<file path="src/rtl/seg7_pkg.sv">
// seg7_pkg: shared constants for the seven-segment scan decoder.
// Codes, active-low segment patterns (g..a) and tracker states.
package seg7_pkg;

  localparam logic [4:0] CODE_BLANK   = 5'h10;
  localparam logic [4:0] CODE_INVALID = 5'h1F;

  localparam logic [6:0] SEG_0     = 7'h40;
  localparam logic [6:0] SEG_1     = 7'h79;
  localparam logic [6:0] SEG_2     = 7'h24;
  localparam logic [6:0] SEG_3     = 7'h30;
  localparam logic [6:0] SEG_4     = 7'h19;
  localparam logic [6:0] SEG_5     = 7'h12;
  localparam logic [6:0] SEG_6     = 7'h02;
  localparam logic [6:0] SEG_7     = 7'h78;
  localparam logic [6:0] SEG_8     = 7'h00;
  localparam logic [6:0] SEG_9     = 7'h10;
  localparam logic [6:0] SEG_A     = 7'h08;
  localparam logic [6:0] SEG_B     = 7'h03;
  localparam logic [6:0] SEG_C     = 7'h46;
  localparam logic [6:0] SEG_D     = 7'h21;
  localparam logic [6:0] SEG_E     = 7'h06;
  localparam logic [6:0] SEG_F     = 7'h0E;
  localparam logic [6:0] SEG_BLANK = 7'h7F;

  typedef enum logic [1:0] {
    ST_IDLE,
    ST_TRACK,
    ST_HELD
  } trk_state_e;

endpackage

</file>
<file path="src/rtl/seg7_pattern_decode.sv">
// seg7_pattern_decode: active-low 7-bit segment pattern to 5-bit code.
// Ports: pat (g..a, active-low) in, code out (blank 10h, unknown 1Fh).
module seg7_pattern_decode
  import seg7_pkg::*;
(
  input  logic [6:0] pat,
  output logic [4:0] code
);

  always_comb begin
    code = CODE_INVALID;
    unique case (pat)
      SEG_0:     code = 5'h0;
      SEG_1:     code = 5'h1;
      SEG_2:     code = 5'h2;
      SEG_3:     code = 5'h3;
      SEG_4:     code = 5'h4;
      SEG_5:     code = 5'h5;
      SEG_6:     code = 5'h6;
      SEG_7:     code = 5'h7;
      SEG_8:     code = 5'h8;
      SEG_9:     code = 5'h9;
      SEG_A:     code = 5'hA;
      SEG_B:     code = 5'hB;
      SEG_C:     code = 5'hC;
      SEG_D:     code = 5'hD;
      SEG_E:     code = 5'hE;
      SEG_F:     code = 5'hF;
      SEG_BLANK: code = CODE_BLANK;
      default:   code = CODE_INVALID;
    endcase
  end

endmodule

</file>
<file path="src/rtl/seg7_scan_decoder.sv">
// seg7_scan_decoder: samples a multiplexed active-low 7-seg bus and
// publishes decoded digits/dp as atomic frames. Ports: clk, rst_n,
// seg_n, an_n in; digits, dp, frame_valid, err_pattern, err_anode out.
module seg7_scan_decoder
  import seg7_pkg::*;
#(
  parameter int NUM_DIGITS    = 4,
  parameter int STABLE_CYCLES = 4
) (
  input  logic                    clk,
  input  logic                    rst_n,
  input  logic [7:0]              seg_n,
  input  logic [NUM_DIGITS-1:0]   an_n,
  output logic [5*NUM_DIGITS-1:0] digits,
  output logic [NUM_DIGITS-1:0]   dp,
  output logic                    frame_valid,
  output logic                    err_pattern,
  output logic                    err_anode
);

  localparam int CW = $clog2(STABLE_CYCLES + 1);
  localparam int LW = $clog2(NUM_DIGITS + 1);
  localparam int IW = (NUM_DIGITS > 1) ? $clog2(NUM_DIGITS) : 1;

  logic [7:0]              seg_m, seg_s, held_seg;
  logic [NUM_DIGITS-1:0]   an_m, an_s, held_an;
  logic [LW-1:0]           low_cnt;
  logic [IW-1:0]           idx;
  logic                    one_hot, same;
  trk_state_e              state_q, state_d;
  logic [CW-1:0]           cnt_q, cnt_d;
  logic                    load, capture;
  logic [4:0]              code;
  logic [5*NUM_DIGITS-1:0] sh_code, sh_code_n;
  logic [NUM_DIGITS-1:0]   sh_dp, sh_dp_n;
  logic [NUM_DIGITS-1:0]   mask, mask_n;

  always_ff @(posedge clk or negedge rst_n) begin
    if (!rst_n) begin
      seg_m <= '1;
      seg_s <= '1;
      an_m  <= '1;
      an_s  <= '1;
    end else begin
      seg_m <= seg_n;
      seg_s <= seg_m;
      an_m  <= an_n;
      an_s  <= an_m;
    end
  end

  // Count low anodes; idx ends on the lowest active digit.
  always_comb begin
    low_cnt = '0;
    idx     = '0;
    for (int i = NUM_DIGITS - 1; i >= 0; i--) begin
      if (!an_s[i]) begin
        low_cnt = low_cnt + 1'b1;
        idx     = IW'(i);
      end
    end
  end

  assign one_hot   = (low_cnt == LW'(1));
  assign err_anode = (low_cnt > LW'(1));
  assign same      = (seg_s == held_seg) && (an_s == held_an);

  always_ff @(posedge clk or negedge rst_n) begin
    if (!rst_n) begin
      state_q <= ST_IDLE;
      cnt_q   <= '0;
    end else begin
      state_q <= state_d;
      cnt_q   <= cnt_d;
    end
  end

  always_comb begin
    state_d = state_q;
    cnt_d   = cnt_q;
    load    = 1'b0;
    unique case (state_q)
      ST_TRACK: begin
        if (same) begin
          cnt_d = cnt_q + 1'b1;
          if (cnt_q == CW'(STABLE_CYCLES - 1))
            state_d = ST_HELD;
        end else if (one_hot) begin
          cnt_d = CW'(1);
          load  = 1'b1;
        end else begin
          state_d = ST_IDLE;
          cnt_d   = '0;
        end
      end
      ST_HELD: begin
        if (!same) begin
          if (one_hot) begin
            state_d = ST_TRACK;
            cnt_d   = CW'(1);
            load    = 1'b1;
          end else begin
            state_d = ST_IDLE;
            cnt_d   = '0;
          end
        end
      end
      default: begin
        cnt_d = '0;
        if (one_hot) begin
          state_d = ST_TRACK;
          cnt_d   = CW'(1);
          load    = 1'b1;
        end
      end
    endcase
  end

  always_comb begin
    capture = (state_q == ST_TRACK) && same &&
              (cnt_q == CW'(STABLE_CYCLES - 1));
  end

  seg7_pattern_decode u_dec (
    .pat  (seg_s[6:0]),
    .code (code)
  );

  always_comb begin
    sh_code_n             = sh_code;
    sh_code_n[5*idx +: 5] = code;
    sh_dp_n               = sh_dp;
    sh_dp_n[idx]          = ~seg_s[7];
    mask_n                = mask;
    mask_n[idx]           = 1'b1;
  end

  always_ff @(posedge clk or negedge rst_n) begin
    if (!rst_n) begin
      held_seg    <= '1;
      held_an     <= '1;
      sh_code     <= {NUM_DIGITS{CODE_BLANK}};
      sh_dp       <= '0;
      mask        <= '0;
      digits      <= {NUM_DIGITS{CODE_BLANK}};
      dp          <= '0;
      frame_valid <= 1'b0;
      err_pattern <= 1'b0;
    end else begin
      frame_valid <= 1'b0;
      err_pattern <= 1'b0;
      if (load) begin
        held_seg <= seg_s;
        held_an  <= an_s;
      end
      if (capture) begin
        sh_code     <= sh_code_n;
        sh_dp       <= sh_dp_n;
        err_pattern <= (code == CODE_INVALID);
        // Last missing digit completes the frame atomically.
        if (&mask_n) begin
          digits      <= sh_code_n;
          dp          <= sh_dp_n;
          frame_valid <= 1'b1;
          mask        <= '0;
        end else begin
          mask <= mask_n;
        end
      end
    end
  end

endmodule

</file>
<file path="config.mk">
export PLATFORM = sky130hd
export DESIGN_NAME = seg7_scan_decoder
export DESIGN_NICKNAME = d
export VERILOG_FILES = /design/src/rtl/seg7_pkg.sv /design/src/rtl/seg7_pattern_decode.sv /design/src/rtl/seg7_scan_decoder.sv
export SDC_FILE = /design/constraint.sdc
export NUM_CORES = 1
export LEC_CHECK = 0
export ABC_AREA = 1
export CORE_ASPECT_RATIO = 1.75
export CORE_MARGIN = 2
export CORE_UTILIZATION = 55
export DETAILED_ROUTE_END_ITERATION = 7
export PLACE_DENSITY = 0.89
export SETUP_SLACK_MARGIN = 0.15
export SLEW_MARGIN = 20
export SYNTH_ARGS = -nofsm -noshare
export SYNTH_HDL_FRONTEND = slang
export SYNTH_SLANG_ARGS = --single-unit
</file>
<file path="constraint.sdc">
create_clock -name clk -period 3.6 [get_ports clk]
set_input_delay 0.72 -clock clk [delete_from_list [all_inputs] [get_ports clk]]
set_output_delay 0.72 -clock clk [all_outputs]
set_load 0.03 [all_outputs]
</file>
==> summary.md, run 1 <==
| Metric | Value |
|---|---|
| Setup TNS | 0 ns |
| Number of fill cells | 643 |
| # DRC | 0 |
| Worst path top cell family by delay | adder cells |
| I/O pin count | 41 |
| CP arrival | 2.51 ns |
| Mean Syn Cell Area | 8.28 µm² |
| Worst-Skew Late Latency | 0.34 ns |
| Final Hold Fails | 0 |
| Final ANT Viol Nets | 0 |
| Clock root buffer | clkbuf_16 |
| Largest net degree at the start of global routing | 85 |
| Util after Layout | 65.4% |
| Slew margin rel. | 50.0% |
| DP Worst Slack | 0.449 ns |
| Starting Density | 56.1% |
| Layout Nets | 632 |
| Synthesized flop and latch total | 95 |
| Detailed placement HPWL | 6980 µm |
| Grt peak-use layer | met2 |
| Setup Buffers After CTS | 0 |
| Worst path bufs/invs | 3 |
| Comb power frac | 14.0% |
| Worst-Margin Slew | 0.750 ns |
| Final Cycle Share | 89.6% |
| GR met2 Demand/Resource | 42.1% |
| Post-synthesis cell type count | 29 |
| Flop pwr share | 49.0% |
| Leak pwr | 0.00271 µW |
| M3 GR Usage | 5.00% |
| Met1 global-route usage | 26.8% |
| Die X | 73.4 µm |
| Initial antenna violation count | 0 |
| Sequential area share after synthesis | 52.5% |
| WL/cell | 14.0 µm |
| CTS clock-pin slew for the worst setup and hold paths | 0.06 ns |
| Overall power | 2610 µW |
| Net Sw Frac | 27.0% |
| Final setup margin | 0.373 ns |
| Mapped Nets | 590 |
| Int Pwr | 1910 µW |
| Gate Count Post-Synth | 559 |
| Cell-by-cell trace of the critical path | inv_1, ha_1, xor2_1, inv_1, ha_1, nor2_1, o21ai_1, dlygate4sd2_1 |
| Synthesis Warnings | 0 |
| Hold Path Class | reg -> reg |
| Post-CTS Resized | 1 |
| Clock power frac | 37.0% |
| First-pass GRT wire length | 17000 µm |
| Core ar. | 0.00826 mm² |
| CTS tree | built |
| Hold-fix buffers at CTS | 0 |
| Startpoint Class | register |
| Final Skew | 0.00858 ns |
| Port buffer count | 40 |
| Ys async rst share | 100% |
| Global Route Usage Sum | 23.8% |
| Critical-path maximum fanout | 5 |
| WP data required | 2.88 ns |
| Vias in the first global route | 3842 |
| Gpl congestion | 0.870 |
| Maximum clock rate | 0.310 GHz |
| DRT Pass-1 Iters | 4 |
| Die Span Y | 125 µm |
| Antenna diodes | 0 |
| Max-cap viol count | 0 |
| FP Rows | 44 |
| Vias/cell | 5.33 |
| Mapped Area | 0.00463 mm² |
| Final setup fails | 0 |
| Status | finished clean |
| H-tree depth | 3 |
| Most frequently used flop master after synthesis | dfrtp_1 |
| Number of synthesized flops with an enable pin | 0 |
| RSZ-0062 raised after global routing | false |
| Fin crit period | 3.23 ns |
| Switching power | 705 µW |
| Worst VDD drop | 0.310 mV |
| Setup crit end kind | output pin |
| CP peak stage delay | 0.58 ns |
| Total gr overflow | 0 |
| Die area | 0.00920 mm² |
| Vias after detailed routing | 3722 |
| Slowest stage cell, crit path | dfstp_2 |
| Clock Sink Count | 95 |
| Setup CP Type | reg -> out |
| Pwr dens | 484 mW/mm² |
| Layout cell share with drive strength beyond 1 | 14.2% |
| Final WL | 9790 µm |
| Fin. max-slew vios | 0 |
| DR iter-0 viols | 245 |
| CTS Buf Count | 9 |
| Clock tree buffer depth | 2 |
| Syn-to-layout area delta | 16.6% |
-- flip-flops by register name (all words and copies together) (netlist names) --
register,count
mask,4
an_s,4
seg_m,8
dp,4
held_seg,8
frame_valid,1
sh_dp,4
seg_s,8
state_q,2
cnt_q,3
sh_code,20
digits,20
err_pattern,1
an_m,4
held_an,4
-- final timing paths --
| check | from | to | slack [ns] | cells past startpoint |
|---|---|---|---|---|
| max | an_s[2] | err_anode | 0.37 | 8 |
| min | seg_m[0] | seg_s[0] | 0.35 | 0 |
| max reg2reg | an_s[2] | held_an[1] | 0.68 | 13 |
| min reg2reg | seg_m[0] | seg_s[0] | 0.35 | 0 |
| max in group asynchronous | rst_n | seg_m[0] | 2.49 | 2 |
| min in group asynchronous | rst_n | digits[12] | 0.41 | 1 |
-- Yosys cell counts, drive strengths merged (8+ instances only) --
cell type	number	area [µm²]
ha	17	213
nor2	45	195
nand3	19	105
dfstp	44	1160
o21ai	44	243
inv	52	195
buf	11	83.8
a21oi	8	40.0
nand4	15	93.8
dfrtp	51	1280
nand2	231	875
-- power by group through the flow --
stage	clock network [µW]	logic (µW)	registers (µW)
2_1_floorplan	0	268	1280
3_3_place_gp	0	346	1290
3_5_place_dp	0	371	1300
4_1_cts	984	370	1280
5_1_grt	1030	424	1300
6_report	966	366	1280
-- routing by layer --
metal / vias to the layer above / routed length (µm) / share of wire (%)
li1: 1842 / - / -
met1: 1767 / 3760 / 38
met2: 86 / 5400 / 55
met5: - / 0 / 0
met4: 0 / 256 / 2.6
met3: 27 / 369 / 3.8
-- worst register-to-register path, delay by kind of cell, from the launching register on --
family / cells / cell delay, ns
AOI/OAI and AO/OA: 2 / 0.27
xor gates and xnor gates: 2 / 0.32
adders and majority gates: 2 / 0.50
buffers and inverters: 2 / 0.14
DFF: 1 / 0.58
and+or+nand+nor: 5 / 1.04
-- per-stage QoR --
stage	cells	instance area, µm²	hold slack (ns)
4_1_cts	698	5400	0.354
3_3_place_gp	682	5090	0.346
6_report	698	5400	0.350
5_1_grt	698	5400	0.358
3_5_place_dp	682	5090	0.347
2_1_floorplan	559	4630	0.345
-- placed cells by master (no fill, tap or decap), types with 6 or more instances in the layout --
master / count
clkbuf_16: 9
inv_2: 7
ha_1: 17
nand4_1: 15
inv_1: 45
nand3_1: 17
o21ai_0: 35
dfrtp_1: 51
o21ai_2: 6
nor2_1: 42
a21oi_1: 8
buf_4: 6
clkdlybuf4s50_1: 38
nand2_1: 230
dfstp_2: 44
-- kinds of logic (layout without fill, tap and decap cells) --
| logic type | Yosys count | after routing | synth area share (%) |
|---|---|---|---|
| buf+inv | 67 | 114 | 6.35 |
| xor+xnor | 8 | 8 | 1.51 |
| compound gates | 54 | 54 | 6.43 |
| simple gates | 318 | 318 | 28.6 |
| fa+ha+maj | 17 | 17 | 4.59 |
| flops | 95 | 95 | 52.5 |
-- layout make-up --
cell class	count	area [µm²]	share of cell area (%)
Sequential cell	95	2430	45.1
Multi-Input combinational cell	397	1900	35.2
Timing Repair Buffer	46	445	8.25
Clock buffer	10	239	4.43
Inverter	52	195	3.62
Tap cell	92	115	2.13
Clock inverter	6	68.8	1.27
No activity file was read; power rests on OpenSTA's default activity.
==> inputs of run 2 (changes only) <==
- CORE_UTILIZATION: 55 -> 58
- PLACE_DENSITY: 0.89 -> 0.92
==> run 2 against run 1 <==
  * Hold slack better by 0.0054 ns
  * Die area down 4.9%
  * Clock power up 9.7%
  * Critical path depth stayed put
  * First-iteration DRC count increased by 35%
  * Sequential share of layout area down 0.063 points
  * Sequential power about the same
  * Critical endpoint unchanged
  * Highest routed layer unchanged
==> summary.md, run 2 (synthesis gave the netlist of run 1 again) <==
| Metric | Value |
|---|---|
| Status | finished clean |
| Flop pwr share | 47.2% (-1.8 points) |
| Setup crit end kind | output pin |
| CP peak stage delay | 0.58 ns (about the same) |
| Worst VDD drop | 0.436 mV (+41%) |
| Startpoint Class | register |
| CTS Buf Count | 9 (unchanged) |
| Worst-Skew Late Latency | 0.34 ns (about the same) |
| Fin. max-slew vios | 0 (unchanged) |
| Top flop regs | digits (20), sh_code (20) |
| Maximum clock rate | 0.299 GHz (-3.5%) |
| # DRC | 0 (unchanged) |
| Vias after detailed routing | 3806 (+2.3%) |
| Clock Sink Count | 95 (unchanged) |
| Hold-fix buffers at CTS | 0 (unchanged) |
| Commonest non-fill, non-tap cell in the layout | nand2_1 |
| Slowest stage cell, crit path | dfstp_2 |
| Reg2Reg Depth | 13 (unchanged) |
| Int Pwr | 2030 µW (+6.5%) |
| Reg-to-Reg Start | an_s[2] |
| Worst path bufs/invs | 3 (unchanged) |
| H-tree depth | 3 (unchanged) |
| I/O pin count | 41 (unchanged) |
| Global Route Usage Sum | 25.2% (+1.4 points) |
| FP Rows | 43 (-2.3%) |
| Final WL | 10100 µm (+2.9%) |
| Switching power | 690 µW (-2.1%) |
| Clock tree buffer depth | 2 (unchanged) |
| Total gr overflow | 0 (unchanged) |
| Hold Path Class | reg -> reg |
| Clock root buffer | clkbuf_16 |
| Cell-by-cell trace of the critical path | inv_1, ha_1, xor2_1, inv_1, ha_1, nor2_1, o21ai_1, dlygate4sd2_1 |
| Vias/cell | 5.49 (+3.0%) |
| DR iter-0 viols | 330 (+35%) |
| Layout Nets | 629 (-0.47%) |
| Antenna diodes | 0 (unchanged) |
| RSZ-0062 raised after global routing | false |
| Final Cycle Share | 92.9% (+3.2 points) |
| Pwr dens | 504 mW/mm² (+4.1%) |
| DRT Pass-1 Iters | 6 (+2) |
| Die X | 71.5 µm (-2.5%) |
| Gpl congestion | 0.884 (+1.7%) |
| R2R setup slack | 0.38 ns (-0.30 ns) |
| CP arrival | 2.62 ns (+0.11 ns) |
| Leak pwr | 0.00272 µW (+0.36%) |
| Layout cell share with drive strength beyond 1 | 13.8% (-0.43 points) |
| CTS clock-pin slew for the worst setup and hold paths | 0.06 ns (about the same) |
| Setup CP Type | reg -> out |
| Reg2reg end | held_an[2] |
| Largest net degree at the start of global routing | 75 (-12%) |
| Critical-path maximum fanout | 5 (unchanged) |
| WL/cell | 14.5 µm (+3.7%) |
| Min-delay src | an_m[0] |
| Clock power frac | 39.0% (+2.0 points) |
| Max-cap viol count | 0 (unchanged) |
| Commonest cells after routing, fill and taps aside | nand2_1 (230), dfrtp_1 (51), inv_1 (45) |
| Comb power frac | 13.8% (-0.2 points) |
| Net Sw Frac | 25.3% (-1.6 points) |
| Final Hold Slack | 0.356 ns (+0.00541 ns) |
| Syn-to-layout area delta | 16.8% |
| Initial antenna violation count | 0 (unchanged) |
| Setup TNS | 0 ns (unchanged) |
| Hold Crit Depth | 0 (unchanged) |
| Final setup margin | 0.256 ns (-0.117 ns) |
| Hold Path End | an_s[0] |
| Die Span Y | 122 µm (-2.5%) |
| Number of fill cells | 571 (-11%) |
| First-pass GRT wire length | 17100 µm (+0.48%) |
| Die area | 0.00874 mm² (-4.9%) |
| Final Skew | 0.00711 ns (-0.00147 ns) |
| Core ar. | 0.00786 mm² (-4.9%) |
| Worst path top cell family by delay | adder cells |
| CTS tree | built |
| Final setup fails | 0 (unchanged) |
| Starting Density | 58.9% (+2.9 points) |
| Vias in the first global route | 3938 (+2.5%) |
| Final ANT Viol Nets | 0 (unchanged) |
| Detailed placement HPWL | 6740 µm (-3.4%) |
| Worst-Margin Slew | 0.911 ns (+0.162 ns) |
| Final Hold Fails | 0 (unchanged) |
| Fin crit period | 3.34 ns (+0.117 ns) |
| DP Worst Slack | 0.430 ns (-0.0190 ns) |
| Slew margin rel. | 39.3% (-11 points) |
| WP data required | 2.88 ns (about the same) |
| Port buffer count | 40 (unchanged) |
run 2: what timing repair did:
action,4_1_cts,5_1_grt
buffers inserted,0,0
gates resized for setup,1,0
setup endpoints to repair,1,0
run 2: metal layers:
metal	vias to the layer above	track usage (%)	share of wire, %	routed length, µm
met5	-	0	0	0
met4	0	15.2	3.3	333
met3	32	6.04	4.1	412
met2	117	43.0	53	5340
met1	1833	28.1	40	3990
li1	1824	-	-	-
run 2: per-stage QoR:
stage	cell area, µm²	total power (µW)	util, %	cells
detailed placement	5060	1660	64.5	677
global route	5410	2840	68.8	693
global placement	5060	1640	64.5	677
CTS	5410	2740	68.8	693
floorplan	4630	1550	-	559
finish	5410	2720	68.8	693
run 2: power groups by stage:
| stage | Sequential, µW | Combinational, µW | Clock, µW |
|---|---|---|---|
| global placement | 1290 | 344 | 0 |
| finish | 1280 | 376 | 1060 |
| detailed placement | 1300 | 364 | 0 |
| global route | 1300 | 428 | 1120 |
| CTS | 1280 | 374 | 1080 |
| floorplan | 1280 | 268 | 0 |
run 2: how the worst max path moves through the flow:
stage                     slack (ns)    start  cells after the start   endpoint
final                           0.26  an_s[2]                      8  err_anode
after floorplan                 0.91  an_s[2]                      7  err_anode
after global placement          0.49  an_s[2]                      8  err_anode
after global routing            0.18  an_s[2]                      8  err_anode
after detailed placement        0.43  an_s[3]                      8  err_anode
after CTS                       0.28  an_s[2]                      8  err_anode
run 2: final cells by class:
type / instances / area [µm²] / area share [%]
tap: 90 / 113 / 2.08
timing repair buffer: 43 / 419 / 7.75
multi-input combinational: 397 / 1900 / 35.2
inverter: 52 / 195 / 3.61
clock buffer: 14 / 284 / 5.25
clock inverter: 2 / 60.1 / 1.11
sequential: 95 / 2430 / 45.0
